## config.mk

```make
export PLATFORM = sky130hd
export DESIGN_NAME = sprite_compositor
export DESIGN_NICKNAME = d
export VERILOG_FILES = /design/src/rtl/sprite_compositor_pkg.sv /design/src/rtl/sprite_compositor_prio_select.sv /design/src/rtl/sprite_compositor.sv
export SDC_FILE = /design/constraint.sdc
export NUM_CORES = 1
export LEC_CHECK = 0
export BUFFER_PORTS_ARGS = -buffer_cell sky130_fd_sc_hd__clkbuf_2
export CAP_MARGIN = 10
export CORE_ASPECT_RATIO = 1.5
export CORE_MARGIN = 1
export CORE_UTILIZATION = 25
export CTS_BUF_LIST = sky130_fd_sc_hd__clkbuf_4 sky130_fd_sc_hd__clkbuf_8 sky130_fd_sc_hd__clkbuf_16
export CTS_CLUSTER_DIAMETER = 60
export DETAILED_ROUTE_END_ITERATION = 7
export PLACE_DENSITY_LB_ADDON = 0.12
export SYNTH_ARGS = -nofsm -noshare
export SYNTH_HDL_FRONTEND = slang
export SYNTH_SLANG_ARGS = --single-unit
```

## constraint.sdc

```tcl
create_clock -name clk -period 3 [get_ports clk]
set_clock_uncertainty 0.1 [all_clocks]
set_input_delay 0.6 -clock clk [delete_from_list [all_inputs] [get_ports clk]]
set_output_delay 0.6 -clock clk [all_outputs]
set_load 0.01 [all_outputs]
```

## src/rtl/sprite_compositor_pkg.sv

```systemverilog
`default_nettype none
// ============================================================================
//  Module   : sprite_compositor_pkg
//  Purpose  : Shared constants and helpers for the sprite compositing path.
//  Revision : 1.0 - initial release
// ============================================================================
package sprite_compositor_pkg;

   typedef logic [15:0] rgb565_t;
   typedef logic [11:0] rgb444_t;

   localparam rgb565_t TRANSPARENT_KEY = 16'hFFFF;

   // Top four bits of each RGB565 channel feed the 4-bit VGA DACs.
   localparam int R_HI = 15;
   localparam int R_LO = 12;
   localparam int G_HI = 10;
   localparam int G_LO = 7;
   localparam int B_HI = 4;
   localparam int B_LO = 1;

   // Clocks from (x,y) to rgb_out; anything aligning with the pixel uses this.
   localparam int PIX_LAT = 2;

   function automatic rgb444_t rgb565_to_444(input rgb565_t c);
      return {c[R_HI:R_LO], c[G_HI:G_LO], c[B_HI:B_LO]};
   endfunction

endpackage
`default_nettype wire

```

## src/rtl/sprite_compositor_prio_select.sv

```systemverilog
`default_nettype none
// ============================================================================
//  Module   : prio_select
//  Purpose  : Combinational layer priority mux; lowest opaque index wins,
//             background otherwise.
//  Revision : 1.0 - initial release
// ============================================================================
module prio_select
   import sprite_compositor_pkg::*;
#(
   parameter int N_LAYERS = 4
) (
   input  logic [N_LAYERS-1:0]    opaque,
   input  logic [16*N_LAYERS-1:0] colors,
   input  rgb565_t                bg_color,
   output rgb565_t                sel_color
);

   // Walk from the lowest priority upward so the smallest index overwrites last.
   always_comb begin
      sel_color = bg_color;
      for (int i = N_LAYERS - 1; i >= 0; i--) begin
         if (opaque[i]) begin
            sel_color = colors[16*i +: 16];
         end
      end
   end

endmodule
`default_nettype wire

```

## src/rtl/sprite_compositor.sv

```systemverilog
`default_nettype none
// ============================================================================
//  Module   : sprite_compositor
//  Purpose  : Merges sprite layers and background into the VGA pixel and
//             reports per-frame player collisions.
//  Revision : 1.0 - initial release
// ============================================================================
module sprite_compositor
   import sprite_compositor_pkg::*;
#(
   parameter int      N_LAYERS    = 4,
   parameter rgb565_t TRANSPARENT = TRANSPARENT_KEY
) (
   input  logic                    clk,
   input  logic                    rst_n,
   input  logic [9:0]              x,
   input  logic [8:0]              y,
   input  logic                    video_on,
   input  logic [N_LAYERS-1:0]     layer_disp,
   input  logic [16*N_LAYERS-1:0]  layer_color,
   input  rgb565_t                 bg_color,
   output rgb444_t                 rgb_out,
   output logic [N_LAYERS-1:0]     collide,
   output logic                    collide_valid
);

   logic [N_LAYERS-1:0] r_disp_a;
   logic                r_von_a;
   logic                r_sof_a;
   logic [N_LAYERS-1:0] r_acc;
   logic [N_LAYERS-1:0] w_opaque;
   logic [N_LAYERS-1:0] w_hit;
   rgb565_t             w_sel;

   // layer_color is already one cycle late, so it lines up with r_disp_a.
   for (genvar gi = 0; gi < N_LAYERS; gi++) begin : g_layer
      assign w_opaque[gi] = r_disp_a[gi] && (layer_color[16*gi +: 16] != TRANSPARENT);
   end

   assign w_hit = w_opaque[0] ? {w_opaque[N_LAYERS-1:1], 1'b0} : '0;

   prio_select #(
      .N_LAYERS (N_LAYERS)
   ) u_prio_select (
      .opaque    (w_opaque),
      .colors    (layer_color),
      .bg_color  (bg_color),
      .sel_color (w_sel)
   );

   always_ff @(posedge clk or negedge rst_n) begin
      if (!rst_n) begin
         r_disp_a      <= '0;
         r_von_a       <= 1'b0;
         r_sof_a       <= 1'b0;
         r_acc         <= '0;
         rgb_out       <= '0;
         collide       <= '0;
         collide_valid <= 1'b0;
      end else begin
         r_disp_a <= layer_disp;
         r_von_a  <= video_on;
         r_sof_a  <= (x == 10'd0) && (y == 9'd0);
         rgb_out  <= r_von_a ? rgb565_to_444(w_sel) : 12'h000;

         // The (0,0) pixel closes the old frame and seeds the new one.
         if (r_sof_a) begin
            collide       <= r_acc;
            r_acc         <= w_hit;
            collide_valid <= 1'b1;
         end else begin
            r_acc         <= r_acc | w_hit;
            collide_valid <= 1'b0;
         end
      end
   end

endmodule
`default_nettype wire

```

==> Word-level counts from Yosys, hierarchy flattened <==
Cells that the tools add are included.
{ "totals": {"romBits": 0, "ramBits": 0, "output_inout_bits": 17, "memories": 0, "latchBits": 0, "word_cells": 27, "input_bits": 106, "ff_bits": 27} }
{ "classes": {"n_mux": 8, "n_lt_le_gt_ge": 0, "n_bitwise": 1, "n_mul": 0, "eq_ne": 4, "addsub": 0, "shift": 0, "reduce_logical": 7, "div": 0} }
{ "op_table": {"columns": ["cell", "count"], "rows": [
  ["two-way mux 16 bit", 4],
  ["!= test 16 bit, second input constant", 4],
  ["two-way mux 12 bit", 1],
  ["zero test 10 bit", 1],
  ["zero test 9 bit", 1],
  ["two-way mux 4 bit", 2],
  ["logical AND 1 bit", 5],
  ["OR 4 bit", 1],
  ["two-way mux 1 bit", 1]
]} }

==> Depth between registers and ports, before layout <==
Gate-level depths: netlist of the first run.
{ "depth": {"depth_word": 7, "depth_mapped": 6, "ltp_nobuf": 5} }

==> Modules after synthesis <==
From an unflattened synthesis of the first run, not the netlist that was laid out.
{ "unflattened": {"hier_cells": 157, "area_unflattened_um2": 1585.3} }
{ "by_module_without_submodules": {"columns": ["module", "area_per_inst_um2", "cells_per_inst", "instances"], "rows": [
  ["sprite_compositor", 974.7, 79, 1],
  ["prio_select", 610.6, 78, 1]
]} }

==> Worst setup path after synthesis of the first run <==
Ideal clock, no wire load.
{ "synth_timing": {"path_type": "in2reg", "startpoint": "input layer_color[37]", "endpoint": "register rgb_out[10]", "setup_time_ps": 82, "arrival_time_ps": 1962, "required_time_ps": 2818, "stages": 6, "path_slack_ps": 856, "path_buffers": 1, "path_cell_list": "nand4_1 > o41ai_2 > buf_2 > nor2_1 > a211o_1 > a31oi_1"} }
{ "synth_between": {"elab_chain_cells": 6} }
{ "synth_rtl": {"columns": ["item", "line_no", "source"], "rows": [
  ["start: declaration", "sprite_compositor.sv:20", "input logic [16*N_LAYERS-1:0] layer_color,"],
  ["!= test 16 bit", "sprite_compositor.sv:37", "assign w_opaque[gi] = r_disp_a[gi] && (layer_color[16*gi +: 16] != TRANSPARENT);"],
  ["logical AND 1 bit", "sprite_compositor.sv:37", null],
  ["two-way mux 16 bit (3 in a row)", "sprite_compositor_prio_select.sv:23", "if (opaque[i]) begin"],
  ["two-way mux 12 bit", "sprite_compositor.sv:64", "rgb_out <= r_von_a ? rgb565_to_444(w_sel) : 12'h000;"],
  ["end signal: assignment", "sprite_compositor.sv:64", null],
  ["end: declaration", "sprite_compositor.sv:22", "output rgb444_t rgb_out,"]
]} }
Every way passes these cells.
A chain may end at the register's enable or synchronous reset.

==> Worst setup path in the final report of the first run <==
{ "layout_timing": {"startpoint": "input layer_color[30]", "endpoint": "register rgb_out[9]"} }
{ "layout_between": {"elab_chain_cells": 5} }
{ "layout_rtl": {"columns": ["item", "line_no"], "rows": [
  ["!= test 16 bit", "sprite_compositor.sv:37"],
  ["logical AND 1 bit", "sprite_compositor.sv:37"],
  ["two-way mux 16 bit (2 in a row)", "sprite_compositor_prio_select.sv:23"],
  ["two-way mux 12 bit", "sprite_compositor.sv:64"]
]} }
Every way passes these cells.

==> results.txt, run 1 <==
Clk_lat worst skew: 0.26 ns
Post_cts resized: 0
Register bit count reported by yosys: 25
Routability Congestion: 0.820
CTS sink cnt: 25
Cell Area, Synth: 1410 µm²
Fin. max-slew vios: 0
CTS tree: done
Die ar.: 5950 µm²
Simple-Gate Fraction of Synth Area: 16.1%
Root buffer cell: clkbuf_8
Post-Synth XOR/XNOR Area: 0%
Main combinational cell family by area after synthesis: compound AO/OA/AOI/OAI gates
Vias/cell: 4.89
TritonCTS Buffers: 3
Die Y: 94.0 µm
Max VDD drop: 196 µV
RSZ-0062 raised after global routing: no
Synth Area in Adders: 0%
Num rows: 33
Synth Warn #: 0
Layout cells sized above 1: 51.0%
First DRT Iteration DRCs: 42
Synth unique cells: 23
Final Hold Fails: 0
HP Class: input pin to asynchronous set/reset pin
Grt total ovfl: 0
Design Power: 0.749 mW
WP data required: 3.09 ns
Final Cycle Share: 72.8%
Worst setup SP type: input pin
Post-DP Area: 2080 µm²
Final setup vio count: 0
H-tree depth: 1
Inserted Diodes: 0
Post-synth net total: 250
Crit. End Element: flop
Mean post-synth cell area: 9.79 µm²
Slew Limit Headroom: 30.3%
Clk pin slew, worst setup/hold paths: 0.09 ns
Critical R2R Launch: r_disp_a[1]
Area Overhead vs Synth: 51.1%
Per-cell routed wire length: 15.0 µm
Hold-fix buffers, CTS: 0
Final WL: 4960 µm
Fillers: 600
Design area: 2130 µm²
Largest fanout on the critical path: 25
Nets: 368
Pwr dens: 351 nW/µm²
GR Util All Layers: 16.7%
DR vias: 1619
Maximum clock rate: 0.458 GHz
Mapped Cells: 144
Pleak: 1.17 nW
I/O Buffers: 117
Iteration count of the initial detailed-routing pass: 4
Final core occ: 39.1%
CTS max path bufs: 2
WHS: 0.233 ns
Core ar.: 5450 µm²
First-pass GRT wire length: 7470 µm
Period minus WS final: 2.18 ns
Setup TNS Final: 0 ns
Largest net degree at the start of global routing: 26
Vias in the first global route: 1591
Detailed placement HPWL: 4190 µm
Crit path kind: input pin to flop
CP startpoint: layer_color[30]
DRC errors left: 0
Post-CTS setup buffers: 0
Initial Utilization: 25.9%
IO Count: 123
Status: complete, no violations
MaxCap Viol Count: 0
Initial antenna violation count: 0
Multiplexer area fraction after synthesis: 10.9%
Slew @ Worst Pin: 1.05 ns
CP arrival: 2.27 ns
Antenna viol nets, final: 0
Die Width: 63.3 µm
Compound-Gate Fraction of Synth Area: 22.9%
Sequential-to-total area share from yosys stat: 44.4%
==> layout make-up <==
class,count,area (µm²),area share [%]
multi-input combinational,105,727,34.1
sequential,25,626,29.4
timing repair buffer,122,623,29.2
tap,70,87.6,4.11
clock buffer,4,48.8,2.29
inverter,5,18.8,0.881
==> placed cells by master, fill, tap and decap left out, drive strengths merged <==
cell	instances
clkbuf	121
dfrtp	25
nand4	17
mux2i	12
nor2	12
a211o	12
nand2	12
o21ai	12
a31oi	12
nor4	5
buf	5
inv	5
o22ai	3
mux2	3
o41ai	3
o41a	1
conb	1
==> sequential cells by signal, summed over array words and instances (netlist names) <==
signal / count
r_sof_a: 1
r_disp_a: 4
collide: 3
r_von_a: 1
r_acc: 3
rgb_out: 12
collide_valid: 1
==> critical path, cell delays in order <==
cell	delay [ns]
clkbuf_2	0.09
nand4_1	0.16
o41a_1	0.82
a211o_1	0.39
a31oi_1	0.19
==> layer usage <==
| metal | routed length, µm | global-route usage (%) | vias to the layer above |
|---|---|---|---|
| met2 | 2640 | 31.3 | 90 |
| met3 | 458 | 3.52 | 2 |
| met5 | 0 | 0 | - |
| li1 | - | - | 790 |
| met1 | 1830 | 18.3 | 737 |
| met4 | 35 | 5.68 | 0 |
==> worst paths after layout <==
check                              end  cells past startpoint  slack [ns]
setup / recovery            rgb_out[9]                      5        0.82
hold reg to reg             collide[1]                      1        0.42
min in group clk           r_disp_a[0]                      1        0.33
hold / removal              rgb_out[4]                      1        0.23
max in group asynchronous   rgb_out[6]                      1        2.15
setup reg to reg            rgb_out[9]                      3        1.30
==> power breakdown <==
part | total, mW | switching, mW | internal, mW
sequential | 0.360 | 0.00809 | 0.352
clock | 0.207 | 0.103 | 0.104
combinational | 0.182 | 0.0909 | 0.0907
total | 0.749 | 0.202 | 0.547
==> synthesized netlist by cell type <==
cell,instances,area share [%]
a31oi_1,12,5.3
o22ai_1,3,1.3
buf_6,1,0.80
dfrtp_1,25,44
nor4_1,5,2.2
clkdlybuf4s15_1,1,0.71
o21ai_0,12,4.3
o41ai_2,1,1.2
o41ai_1,1,0.62
nand4_1,17,7.5
inv_1,4,1.1
clkbuf_1,3,0.80
o41ai_4,1,2.0
buf_4,2,1.1
mux2_2,3,2.4
buf_2,2,0.71
mux2i_1,12,8.5
o41a_1,1,0.80
conb_1,1,0.27
nand2_1,12,3.2
inv_2,1,0.27
a211o_1,12,7.5
nor2_1,12,3.2
==> per-stage QoR <==
stage / setup WS (ns) / cells
after floorplan: 0.856 / 144
after global placement: 0.572 / 327
after detailed placement: 0.552 / 327
after CTS: 0.818 / 331
after global routing: 0.706 / 331
final: 0.817 / 331
==> kinds of logic after synthesis <==
family | count (synthesis)
AOI/OAI and AO/OA | 43
buffers and inverters | 14
DFF | 25
muxes | 15
other | 1
and+or+nand+nor | 46
(Power assumes the default switching activity.)
==> run 2: changes to the inputs <==
==> constraint.sdc (replaced) <==
create_clock -name clk -period 2.1 [get_ports clk]
set_clock_uncertainty 0.1 [all_clocks]
set_input_delay 0.42 -clock clk [delete_from_list [all_inputs] [get_ports clk]]
set_output_delay 0.42 -clock clk [all_outputs]
set_load 0.01 [all_outputs]
==> results.txt, run 2 (synthesis results as in run 1) <==
Worst setup SP type: input pin
Clk pin slew, worst setup/hold paths: 0.10 ns (about the same)
MaxCap Viol Count: 0 (unchanged)
GR Util All Layers: 16.5% (-0.22 points)
First DRT Iteration DRCs: 47 (+12%)
Layout cells sized above 1: 51.3% (+0.37 points)
Largest net degree at the start of global routing: 26 (unchanged)
Post_cts resized: 0 (unchanged)
TritonCTS Buffers: 3 (unchanged)
Final WL: 4930 µm (-0.73%)
Die Width: 63.3 µm (unchanged)
Area Overhead vs Synth: 54.8%
Biggest register: rgb_out
Fin. max-slew vios: 0 (unchanged)
GRT met3 Usage: 3.16% (-0.36 points)
Final setup vio count: 0 (unchanged)
R2r setup slk: 0.64 ns (-0.66 ns)
Slew Limit Headroom: 57.5% (+27 points)
Pleak: 1.19 nW (+1.6%)
Die ar.: 5950 µm² (unchanged)
I/O Buffers: 117 (unchanged)
Vias in the first global route: 1646 (+3.5%)
Vias/cell: 4.88 (-0.17%)
Crit. End Element: flop
Post-CTS setup buffers: 0 (unchanged)
Max reg flops: 12 (unchanged)
Setup TNS Final: 0 ns (unchanged)
Detailed placement HPWL: 4190 µm (+0.19%)
CP arrival: 1.94 ns (-0.33 ns)
Design Power: 1.08 mW (+45%)
Layout Cells excl Fill: 333 (+0.60%)
Largest fanout on the critical path: 12 (-52%)
Grt total ovfl: 0 (unchanged)
Grt peak-use layer: met2
Area occupied by multi-input gates: 727 µm² (unchanged)
Maximum clock rate: 0.540 GHz
IO Count: 123 (unchanged)
Top Registers: rgb_out: 12 flops, r_disp_a: 4 flops
Final core occ: 40.1% (+0.96 points)
Core ar.: 5450 µm² (unchanged)
Initial antenna violation count: 0 (unchanged)
Max VDD drop: 291 µV (+49%)
Fillers: 599 (-0.17%)
FF/Latch Area: 626 µm² (unchanged)
RSZ-0062 raised after global routing: no
Initial Utilization: 25.9% (unchanged)
WHS: 0.0488 ns (-0.185 ns)
Iteration count of the initial detailed-routing pass: 4 (unchanged)
Placed cells: 329 (+0.61%)
CTS tree: done
Pwr dens: 496 nW/µm² (+41%)
First-pass GRT wire length: 7420 µm (-0.64%)
M2 GR Usage: 32.4% (+1.1 points)
Period minus WS final: 1.85 ns
Commonest cells after routing, fill and taps aside: 117 x clkbuf_2, 25 x dfrtp_1, 17 x nand4_1
Slew @ Worst Pin: 0.637 ns (-0.408 ns)
Status: complete, no violations
HP Class: input pin to asynchronous set/reset pin
Hold-fix buffers, CTS: 0 (unchanged)
Nets: 370 (+0.54%)
CTS max path bufs: 2 (unchanged)
Die Y: 94.0 µm (unchanged)
Commonest non-fill, non-tap cell in the layout: clkbuf_2
Num rows: 33 (unchanged)
Root buffer cell: clkbuf_8
CP startpoint: layer_color[56]
Inserted Diodes: 0 (unchanged)
Per-cell routed wire length: 14.8 µm (-1.3%)
Routability Congestion: 0.787 (-4.0%)
Critical R2R Launch: r_disp_a[3]
WP data required: 2.19 ns (-0.90 ns)
M1 GR Usage: 17.0% (-1.3 points)
Antenna viol nets, final: 0 (unchanged)
DR vias: 1626 (+0.43%)
Crit path kind: input pin to flop
H-tree depth: 1 (unchanged)
Final Hold Fails: 0 (unchanged)
DRC errors left: 0 (unchanged)
Clk_lat worst skew: 0.28 ns (+0.02 ns)
Final Cycle Share: 88.1%
CTS sink cnt: 25 (unchanged)
## run 2: cell types whose count changed in the layout (fill, tap and decap cells not counted), sizes merged
cell / before / now
clkbuf: 121 / 120
clkinvlp: 0 / 1
buf: 5 / 7
## run 2: final cells by class
type,count,area share (%)
Timing Repair Buffer,124,30.9
Clock inverter,1,0.344
Inverter,5,0.860
Tap cell,70,4.01
Clock buffer,3,1.89
Sequential cell,25,28.7
Multi-Input combinational cell,105,33.3
## run 2: metal layers
metal	vias to the layer above	wire length [µm]
met5	-	0
met4	0	57
met3	4	400
met2	85	2660
met1	740	1810
li1	797	-
## run 2: where the power goes
group          switching (mW)  internal [mW]  leakage [nW]
registers              0.0123          0.503         0.308
logic                   0.129          0.139         0.859
clock network           0.165          0.135        0.0217
total                   0.306          0.776          1.19
## run 2: path summary, 6_finish.rpt
path,to,cells past startpoint
max in group asynchronous,rgb_out[9],1
worst max register to register,rgb_out[9],5
worst max-delay path,rgb_out[9],7
min in group clk,r_disp_a[3],1
worst min register to register,collide[3],1
worst min-delay path,rgb_out[7],1
## run 2: stage by stage
stage,cell area (µm²),worst slack (ns)
CTS,2180,0.239
floorplan,1410,0.136
global route,2180,0.153
finish,2180,0.250
global placement,2130,-0.0186
detailed placement,2130,-0.0360
## run 2: critical path, cell delays in order
cell      delay [ns]
clkbuf_2        0.11
nand4_1         0.16
o41ai_4         0.47
buf_12          0.20
mux2i_1         0.09
a211o_1         0.31
a31oi_1         0.18
==> run 3: changes to the inputs <==
--- a/config.mk
+++ b/config.mk
@@ -9,7 +9,7 @@
 export CAP_MARGIN = 10
 export CORE_ASPECT_RATIO = 1.5
 export CORE_MARGIN = 1
-export CORE_UTILIZATION = 25
+export CORE_UTILIZATION = 38
 export CTS_BUF_LIST = sky130_fd_sc_hd__clkbuf_4 sky130_fd_sc_hd__clkbuf_8 sky130_fd_sc_hd__clkbuf_16
 export CTS_CLUSTER_DIAMETER = 60
 export DETAILED_ROUTE_END_ITERATION = 7
==> results.txt, run 3 (synthesis results as in run 1) <==
Status: complete, no violations
MaxCap Viol Count: 0 (unchanged)
Top Registers: rgb_out: 12 flops, r_disp_a: 4 flops
CTS sink cnt: 25 (unchanged)
Fin. max-slew vios: 0 (unchanged)
Layout Cells excl Fill: 302 (-9.3%)
Initial antenna violation count: 0 (unchanged)
Detailed placement HPWL: 3510 µm (-16%)
WP data required: 2.18 ns (about the same)
Num rows: 26 (-21%)
Inserted Diodes: 0 (unchanged)
CP arrival: 1.86 ns (-0.08 ns)
Biggest register: rgb_out
Post_cts resized: 0 (unchanged)
Max VDD drop: 348 µV (+20%)
First DRT Iteration DRCs: 41 (-13%)
RSZ-0062 raised after global routing: no
Clk pin slew, worst setup/hold paths: 0.08 ns (-0.02 ns)
Pwr dens: 501 nW/µm² (+0.96%)
CTS tree: done
Max reg flops: 12 (unchanged)
First-pass GRT wire length: 6750 µm (-9.0%)
Slowest-stage cell, CP: o41ai_4
Worst setup SP type: input pin
FF/Latch Area: 626 µm² (unchanged)
Slew Limit Headroom: 58.5% (+0.99 points)
Critical R2R Launch: r_disp_a[1]
RR Endpoint: rgb_out[11]
Nets: 367 (-0.81%)
Layout cells sized above 1: 50.8% (-0.56 points)
Final Cycle Share: 84.7% (-3.4 points)
TritonCTS Buffers: 3 (unchanged)
R2r setup slk: 0.57 ns (-0.07 ns)
Clk_lat worst skew: 0.26 ns (-0.02 ns)
R2R depth: 4 (-1)
I/O Buffers: 117 (unchanged)
Per-cell routed wire length: 13.8 µm (-6.5%)
Routability Congestion: 0.816 (+3.7%)
Final Hold Fails: 0 (unchanged)
Crit-path cells: clkbuf_2, nand4_1, o41ai_4, buf_12, mux2i_1, a211o_1, a31oi_1
Area occupied by multi-input gates: 727 µm² (unchanged)
Iteration count of the initial detailed-routing pass: 4 (unchanged)
H-tree depth: 1 (unchanged)
Die Y: 76.6 µm (-18%)
Setup TNS Final: 0 ns (unchanged)
Post-CTS setup buffers: 0 (unchanged)
Area Overhead vs Synth: 50.8%
Vias/cell: 5.41 (+11%)
Hold-fix buffers, CTS: 0 (unchanged)
Crit. End Element: flop
Commonest non-fill, non-tap cell in the layout: clkbuf_2
Largest fanout on the critical path: 13 (+1)
Root buffer cell: clkbuf_8
Core ar.: 3480 µm² (-36%)
Initial Utilization: 40.5% (+15 points)
Slew @ Worst Pin: 0.623 ns (-0.0148 ns)
DR vias: 1635 (+0.55%)
Final WL: 4180 µm (-15%)
HP Class: input pin to asynchronous set/reset pin
Fillers: 345 (-42%)
GR Util All Layers: 22.6% (+6.1 points)
Die Width: 51.7 µm (-18%)
DRC errors left: 0 (unchanged)
Die ar.: 3960 µm² (-33%)
Antenna viol nets, final: 0 (unchanged)
Commonest cells after routing, fill and taps aside: 117 x clkbuf_2, 25 x dfrtp_1, 17 x nand4_1
Placed cells: 298 (-9.4%)
CTS max path bufs: 2 (unchanged)
Vias in the first global route: 1621 (-1.5%)
Pleak: 1.18 nW (-0.84%)
Final setup vio count: 0 (unchanged)
Grt total ovfl: 0 (unchanged)
Period minus WS final: 1.78 ns (-0.0716 ns)
IO Count: 123 (unchanged)
Largest net degree at the start of global routing: 26 (unchanged)
CP peak stage delay: 0.42 ns (-0.05 ns)
Crit path kind: input pin to flop
Maximum clock rate: 0.562 GHz (+4.0%)
-- run 3: routing by layer --
layer	part of all wire (%)	vias to the layer above	track usage, %	wire length (µm)
li1	-	791	-	-
met1	33	755	21.2	1380
met2	58	83	46.4	2440
met3	7.5	6	3.39	313
met4	1.1	0	6.22	45
met5	0	-	0	0
-- run 3: final cells by class --
| class | count | share of cell area [%] |
|---|---|---|
| Multi-Input combinational cell | 105 | 34.2 |
| Timing Repair Buffer | 121 | 30.7 |
| Sequential cell | 25 | 29.4 |
| Tap cell | 42 | 2.47 |
| Clock buffer | 4 | 2.30 |
| Inverter | 5 | 0.883 |
-- run 3: worst max-delay path, delay by kind of cell --
family                 cells  cell delay [ns]
AO/OA/AOI/OAI              3             0.92
buffers and inverters      2             0.30
multiplexers               1             0.08
AND/OR/NAND/NOR            1             0.15
-- run 3: report_power, final --
group          switching, mW  total [mW]  internal, mW  leakage (nW)
registers            0.00935       0.512         0.503         0.308
clock network          0.143       0.292         0.148        0.0262
logic                  0.125       0.260         0.135         0.844
total                  0.278        1.06         0.786          1.18
-- run 3: per-stage QoR --
step | utilization, % | worst slack [ns] | area [µm²] | hold slack [ns] | power (mW)
2_1_floorplan | - | 0.136 | 1410 | 0.0244 | 0.624
3_3_place_gp | 59.7 | 0.0507 | 2080 | 0.368 | 0.784
3_5_place_dp | 59.7 | 0.0483 | 2080 | 0.375 | 0.786
4_1_cts | 61.1 | 0.324 | 2130 | 0.0792 | 1.08
5_1_grt | 61.1 | 0.233 | 2130 | 0.103 | 1.12
6_report | 61.1 | 0.321 | 2130 | 0.0548 | 1.06
-- run 3: worst max-delay path by stage --
stage | startpoint | to | slack [ns] | cells after the start
2_1_floorplan | layer_color[37] | rgb_out[10] | 0.14 | 6
3_3_place_gp | layer_color[63] | rgb_out[11] | 0.05 | 7
5_1_grt | layer_color[60] | rgb_out[7] | 0.23 | 7
3_5_place_dp | layer_color[63] | rgb_out[5] | 0.05 | 7
6_report | layer_color[63] | rgb_out[11] | 0.32 | 7
4_1_cts | layer_color[63] | rgb_out[5] | 0.32 | 7
